## src/rtl/if_fetch_buffer.sv

```systemverilog
// Instruction fetch buffer: issues sequential I-cache requests, queues returned words and
// presents {inst, pc, npc} packets to decode, with redirect/squash and WFI halt handling.
module if_fetch_buffer #(
  parameter int unsigned DEPTH    = 8,
  parameter logic [31:0] RESET_PC = 32'h0000_0000
) (
  input  logic                     clock,
  input  logic                     reset,
  input  logic                     redirect_en,
  input  logic [31:0]              redirect_pc,
  output logic                     icache_req_valid,
  output logic [31:0]              icache_req_addr,
  input  logic                     icache_req_ready,
  input  logic                     icache_rsp_valid,
  input  logic [31:0]              icache_rsp_inst,
  output logic                     dec_pkt_valid,
  output logic [31:0]              dec_pkt_inst,
  output logic [31:0]              dec_pkt_pc,
  output logic [31:0]              dec_pkt_npc,
  input  logic                     dec_ready,
  output logic [$clog2(DEPTH):0]   buf_count
);

  localparam int unsigned PtrW     = $clog2(DEPTH);
  localparam logic [PtrW:0] DepthCnt = (PtrW + 1)'(DEPTH);
  localparam logic [31:0] WfiInst  = 32'h1050_0073;

  typedef enum logic [1:0] {StRun, StWait, StDrain, StHalted} state_e;

  state_e            state_q, state_d;
  logic [31:0]       fetch_pc_q, fetch_pc_d;
  logic [PtrW-1:0]   head_q, head_d, tail_q, tail_d;
  logic [PtrW:0]     count_q, count_d;
  logic [31:0]       inst_q [DEPTH];
  logic [31:0]       inst_d [DEPTH];
  logic [31:0]       pc_q   [DEPTH];
  logic [31:0]       pc_d   [DEPTH];
  logic [31:0]       npc_q  [DEPTH];
  logic [31:0]       npc_d  [DEPTH];
  logic              enq, deq;

  // Request valid is held low during reset so every output reads 0 while reset is asserted.
  assign icache_req_valid = (state_q == StRun) && (count_q < DepthCnt) && !redirect_en && !reset;
  assign icache_req_addr  = fetch_pc_q;
  assign dec_pkt_valid    = (count_q != '0) && !redirect_en;
  assign dec_pkt_inst     = inst_q[head_q];
  assign dec_pkt_pc       = pc_q[head_q];
  assign dec_pkt_npc      = npc_q[head_q];
  assign buf_count        = count_q;

  always_comb begin
    state_d    = state_q;
    fetch_pc_d = fetch_pc_q;
    head_d     = head_q;
    tail_d     = tail_q;
    count_d    = count_q;
    inst_d     = inst_q;
    pc_d       = pc_q;
    npc_d      = npc_q;
    enq        = 1'b0;
    deq        = dec_pkt_valid && dec_ready;

    if (redirect_en) begin
      head_d     = '0;
      tail_d     = '0;
      count_d    = '0;
      fetch_pc_d = {redirect_pc[31:2], 2'b00};
      // A request still in flight must have its response swallowed later.
      unique case (state_q)
        StWait:   state_d = icache_rsp_valid ? StRun : StDrain;
        StDrain:  state_d = StDrain;
        StRun:    state_d = StRun;
        StHalted: state_d = StRun;
      endcase
    end else begin
      unique case (state_q)
        StRun: begin
          if (icache_req_valid && icache_req_ready) state_d = StWait;
        end
        StWait: begin
          if (icache_rsp_valid) begin
            enq        = 1'b1;
            fetch_pc_d = fetch_pc_q + 32'd4;
            state_d    = (icache_rsp_inst == WfiInst) ? StHalted : StRun;
          end
        end
        StDrain: begin
          if (icache_rsp_valid) state_d = StRun;
        end
        StHalted: ;
      endcase

      if (enq) begin
        inst_d[tail_q] = icache_rsp_inst;
        pc_d[tail_q]   = fetch_pc_q;
        npc_d[tail_q]  = fetch_pc_q + 32'd4;
        tail_d         = tail_q + 1'b1;
      end
      if (deq) head_d = head_q + 1'b1;
      count_d = count_q + (PtrW + 1)'(enq) - (PtrW + 1)'(deq);
    end
  end

  always_ff @(posedge clock or posedge reset) begin
    if (reset) begin
      state_q    <= StRun;
      fetch_pc_q <= RESET_PC;
      head_q     <= '0;
      tail_q     <= '0;
      count_q    <= '0;
      inst_q     <= '{default: '0};
      pc_q       <= '{default: '0};
      npc_q      <= '{default: '0};
    end else begin
      state_q    <= state_d;
      fetch_pc_q <= fetch_pc_d;
      head_q     <= head_d;
      tail_q     <= tail_d;
      count_q    <= count_d;
      inst_q     <= inst_d;
      pc_q       <= pc_d;
      npc_q      <= npc_d;
    end
  end

endmodule
```

## config.mk

```make
export PLATFORM = sky130hd
export DESIGN_NAME = if_fetch_buffer
export DESIGN_NICKNAME = d
export VERILOG_FILES = /design/src/rtl/if_fetch_buffer.sv
export SDC_FILE = /design/constraint.sdc
export NUM_CORES = 2
export LEC_CHECK = 0
export BUFFER_PORTS_ARGS = -buffer_cell sky130_fd_sc_hd__buf_4
export CORE_MARGIN = 2
export CORE_UTILIZATION = 60
export CTS_CLUSTER_DIAMETER = 150
export CTS_CLUSTER_SIZE = 20
export DETAILED_ROUTE_END_ITERATION = 6
export PLACE_DENSITY = 0.87
export RECOVER_POWER = 100
export SLEW_MARGIN = 20
export SYNTH_ARGS = -nofsm -noshare
export SYNTH_HDL_FRONTEND = slang
export SYNTH_SLANG_ARGS = --single-unit
```

## constraint.sdc

```tcl
create_clock -name clock -period 39.8 [get_ports clock]
set_input_delay 1.99 -clock clock [delete_from_list [all_inputs] [get_ports clock]]
set_output_delay 1.99 -clock clock [all_outputs]
set_load 0.03 [all_outputs]
```

Word level (Yosys, flattened, before mapping)
Cells that the tools add are included.
{ "word_totals": {"inputBits": 70, "output_inout_bits": 134, "reg_bits": 812} }
{ "op_classes": {"n_bitwise": 3, "magnitude_cmp": 4, "reduce_logical": 20, "eq_ne": 7, "muxes": 33, "add_sub_neg": 5} }
{ "ops": {"columns": ["cell", "n"], "rows": [
  ["256-bit bitwise mux", 3],
  ["32-bit 2-to-1 mux", 10],
  ["32-bit binary-select mux with 3-bit select", 3],
  ["32-bit demux with 3-bit select", 1],
  ["32-bit by 3-bit adder with 32-bit output (second input constant)", 1],
  ["32-bit by 29-bit equality test with 1-bit output (second input constant)", 1],
  ["2-bit 2-to-1 mux", 6],
  ["3-bit 2-to-1 mux", 4],
  ["2-bit case mux with 3 select lines", 2],
  ["4-bit greater-or-equal comparator (second input constant)", 2],
  ["3-bit inverter with 4-bit output", 2],
  ["2-bit nonzero test", 4],
  ["4-bit nonzero test", 2],
  ["1-bit logical AND", 7],
  ["3-bit by 1-bit adder with 3-bit output (second input constant)", 2],
  ["3-bit inequality test (second input constant)", 2],
  ["4-bit by 1-bit adder with 4-bit output", 1],
  ["2-bit equality test (second input constant)", 2],
  ["4-bit by 1-bit less-than comparator with 1-bit output (second input constant)", 1],
  ["4-bit less-than comparator (second input constant)", 1],
  ["4-bit 2-to-1 mux", 1],
  ["2-bit AND reduction", 2],
  ["4-bit AND reduction", 1],
  ["4-bit by 1-bit subtractor with 4-bit output", 1],
  ["7 further kinds", 10]
]} }

Longest topological paths before layout
{ "depth": {"depth_word": 8, "mapped_depth": 13, "mapped_depth_nobuf": 11} }

Least setup slack after synthesis
OpenSTA, ideal clock, no wires.
{ "synth_timing": {"path_type": "input port to output port", "startpoint": "input redirect_en", "endpoint": "output dec_pkt_valid", "t_arrival_ns": 2.880, "path_buffers": 2, "path_stages": 3, "setup_slack_ns": 34.930, "path_cell_list": "clkbuf_1 buf_1 a21oi_1"} }
{ "synth_via": {"elab_chain_cells": 2} }
{ "synth_lines": {"columns": ["item", "line_no", "source"], "rows": [
  ["start, declared", "9", "input logic redirect_en,"],
  ["1-bit logical NOT", "45", "assign dec_pkt_valid = (count_q != '0) && !redirect_en;"],
  ["1-bit logical AND", "45", null],
  ["end, declared", "16", "output logic dec_pkt_valid,"]
]} }
No other way between the ends.

==> summary.txt <==
Outcome
  – Outcome: finished, violations left
  – Failing checks: max-capacitance violations, max-slew violations

Min path
  – Hold-critical path endpoint: inst_q[42]
  – Hold wc startpoint: inst_q[42]
  – Worst Hold Class: reg2reg
  – Hold depth: 2

Critical path
  – Startpoint Class: input pin
  – FF-to-FF Start: state_q[1]
  – Worst-path maximum fanout: around 170
  – CP max stage delay: between 6 and 7 ns
  – Setup crit end kind: asynchronous set/reset pin
  – FF-to-FF End: pc_q[166]
  – Worst Path Class, Setup: in2async
  – Crit path max-delay cell type: clkbuf_1
  – Worst path required time: 38.36 ns
  – Critical-path cell list: clkbuf_1 > clkinvlp_2 > clkbuf_1 > clkbuf_1 > clkbuf_1
  – Cells on worst reg2reg path: 7
  – Crit path top cell by count: clkbuf_1
  – Critical path arrival: 15.95 ns
  – R2R Setup Slk: slightly above 30 ns

Synth
  – Post-synth top area cell: dfrtp_1
  – Post-synth top area share: a little over half
  – Yosys synthesis warning count: 0
  – Asr flop ratio synth: 100%
  – Number of synthesized register bits: slightly below 800
  – Synth area leaders: dfrtp_1 55%, mux4_2 12%, nand2_1 11%
  – Seq/Total Area, Yosys: 54.8%
  – Netlist cell types: 54
  – Cell count after synthesis: 3,093
  – Synth Area in Compound Gates: slightly below 4%
  – Synth Area in Adders: 0.479%
  – Most frequent cell after synthesis: nand2_1
  – Post-synthesis simple-gate area fraction: 13.0%
  – Post-synthesis xor/xnor area fraction: about 1.5%
  – Most frequent cells after synthesis: 1,045 x nand2_1, 778 x dfrtp_1, 242 x o21ai_0
  – Mux contribution to synthesized area: 22.7%
  – Synth Area per Inst: 11.5 um^2
  – Main combinational cell family by area after synthesis: multiplexers
  – Post-synth EDFFs: 0
  – Top FF cell, synth: dfrtp_1
  – Synthesized cell area: around 36,000 um^2

Global routing
  – Global route total overflow: 0
  – Initial antenna violation count: 1
  – GRT Overall Usage: a little under 30%
  – Largest net degree at the start of global routing: 178
  – Wire length of the first global-routing pass: approximately 140,000 um
  – Vias in the first global route: between 20,000 and 30,000

Timing
  – Final Max Tran Viols: 2,177
  – Fin crit share: roughly 44%
  – Tmin final: roughly 17 ns
  – Clock Skew: 0.0272 ns
  – Final WS setup: between 20 and 25 ns
  – Rel. slew slack: -495%
  – Final hold vios: 0
  – Setup TNS: 0 ns
  – Worst Max-Slew Pin Slew: around 8.9 ns
  – Fmax: approximately 58 MHz
  – RSZ-0062 raised after global routing: false
  – Final setup vio count: 0

Power
  – Clk pwr share: 23.8%
  – Pwr dens: around 50 nW/um^2
  – Int Power: approximately 1.3 mW
  – Comb pwr share: ~28%
  – P_leak: 18.3 nW
  – Maximum VDD drop: 0.0000426 V
  – Sw Share: between 30% and 40%
  – Psw: roughly 0.63 mW
  – Sequential share of power: 47.7%

CTS
  – Hold-fix buffers, CTS: 0
  – Clock-pin slew on the worst setup and hold paths: 0.08 ns
  – Post-CTS Setup Inserts: 0
  – Cts repair resizes: 0
  – Clk Latency, worst-skew pair: 0.62 ns
  – CTS buffer count: 44
  – # clock sinks: approximately 780
  – CTS tree: done
  – Clock Tree Root: clkbuf_16
  – CTS H-tree lvls: 2
  – Buffer depth of the longest clock path: 3

Floorplanning
  – I/O pins: roughly 200
  – Core Area: between 50,000 and 60,000 um^2
  – Starting density of the core: just over 60%
  – Chip height: around 250 um
  – Die width: 247 um
  – Die area: about 60,000 um^2
  – # rows: roughly 90

Layout
  – P&R area growth vs syn: 6.02%
  – Layout cell share with drive strength beyond 1: 15.0%
  – Final core occ: 64.1%
  – Layout Nets: between 3,000 and 4,000
  – ANT cells: 0

Run
  – Max Cap Violations: 31

Placement
  – Hpwl dp: about 51,000 um
  – Input/output buffers: 195
  – Gp weighted congestion: about 0.83
  – Pre-CTS WS: approximately 34 ns

Detailed routing
  – Total iterations of the first detailed-routing run: 6
  – Vias: about 24,000
  – Remaining DRCs: 0
  – Detailed-route vias per instance: 6.25
  – Final ANT Viol Nets: 0
  – Initial DRC count: 2,675
  – Final wirelength: roughly 90,000 um
  – Average wire per cell in the routed design: around 23 um
==> registers in the layout, summed over array words and instances, names as in the netlist <==
name	count
inst_q	256
npc_q	240
pc_q	240
icache_req_addr	30
head_q	3
state_q	2
buf_count	4
tail_q	3
==> placed cells by master, fill, tap and decap left out, drive strengths merged, types with 6 or more instances in the layout <==
cell / n
and2: 8
buf: 122
clkbuf: 148
conb: 6
dfrtp: 778
ha: 12
inv: 13
mux2: 347
mux4: 184
nand2: 1046
nand3: 20
nand4: 16
nor2: 28
nor3: 8
nor4: 8
o21ai: 260
xnor2: 23
xor2: 37
==> area by class of cell <==
class                           instances  area (um^2)
Clock buffer                           47         1140
Clock inverter                          2         17.5
Fill cell                            4334        21100
Inverter                               12         46.3
Multi-Input combinational cell       2040        14800
Sequential cell                       778        19500
Tap cell                              773          967
Timing Repair Buffer                  223         1290
==> power groups by stage <==
stage,registers [mW],clock network [mW],logic (mW)
3_5_place_dp,0.929,0,0.573
2_1_floorplan,0.900,0,0.421
5_1_grt,0.925,0.490,0.583
4_1_cts,0.914,0.462,0.577
6_report,0.915,0.456,0.546
3_3_place_gp,0.925,0,0.563
==> worst max-delay path, delay by kind of cell <==
family | cells | cell delay, ns
buffers and inverters | 5 | 13.60
==> cells by family after synthesis <==
logic type | Yosys count
buffers and inverters | 280
flip-flops | 778
other | 1
multiplexers | 533
adder cells (fa/ha/maj) | 13
AND/OR/NAND/NOR | 1156
XOR/XNOR | 60
AO/OA/AOI/OAI | 272
==> worst max-delay path by stage <==
stage | startpoint | end | slack (ns) | depth (start not counted)
2_1_floorplan | reset | buf_count[0] | 15.97 | 1
3_3_place_gp | head_q[0] | dec_pkt_npc[23] | 33.68 | 5
3_5_place_dp | head_q[0] | dec_pkt_npc[23] | 33.65 | 5
4_1_cts | head_q[0] | dec_pkt_npc[23] | 32.96 | 5
5_1_grt | reset | pc_q[43] | 19.17 | 5
6_report | reset | pc_q[167] | 22.41 | 5
==> routing by layer <==
layer,vias to the layer above,GRT usage (%),share of wire [%],wire (um)
met4,0,11.3,3.3,2940
met1,12500,41.8,40,35600
met2,1073,46.9,48,42500
li1,10400,-,-,-
met5,-,0,0,0
met3,197,5.55,8.5,7530
==> per-stage QoR <==
step / std cells / hold slack [ns] / power (mW) / instance area (um^2)
after floorplan: 3098 / 0.440 / 1.32 / 35600
after global placement: 3825 / 0.452 / 1.49 / 37100
after detailed placement: 3825 / 0.457 / 1.50 / 37100
after CTS: 3874 / 0.477 / 1.95 / 38200
after global routing: 3875 / 0.491 / 2.00 / 37700
final: 3875 / 0.474 / 1.92 / 37700
Power figures use the tool's default switching activity.
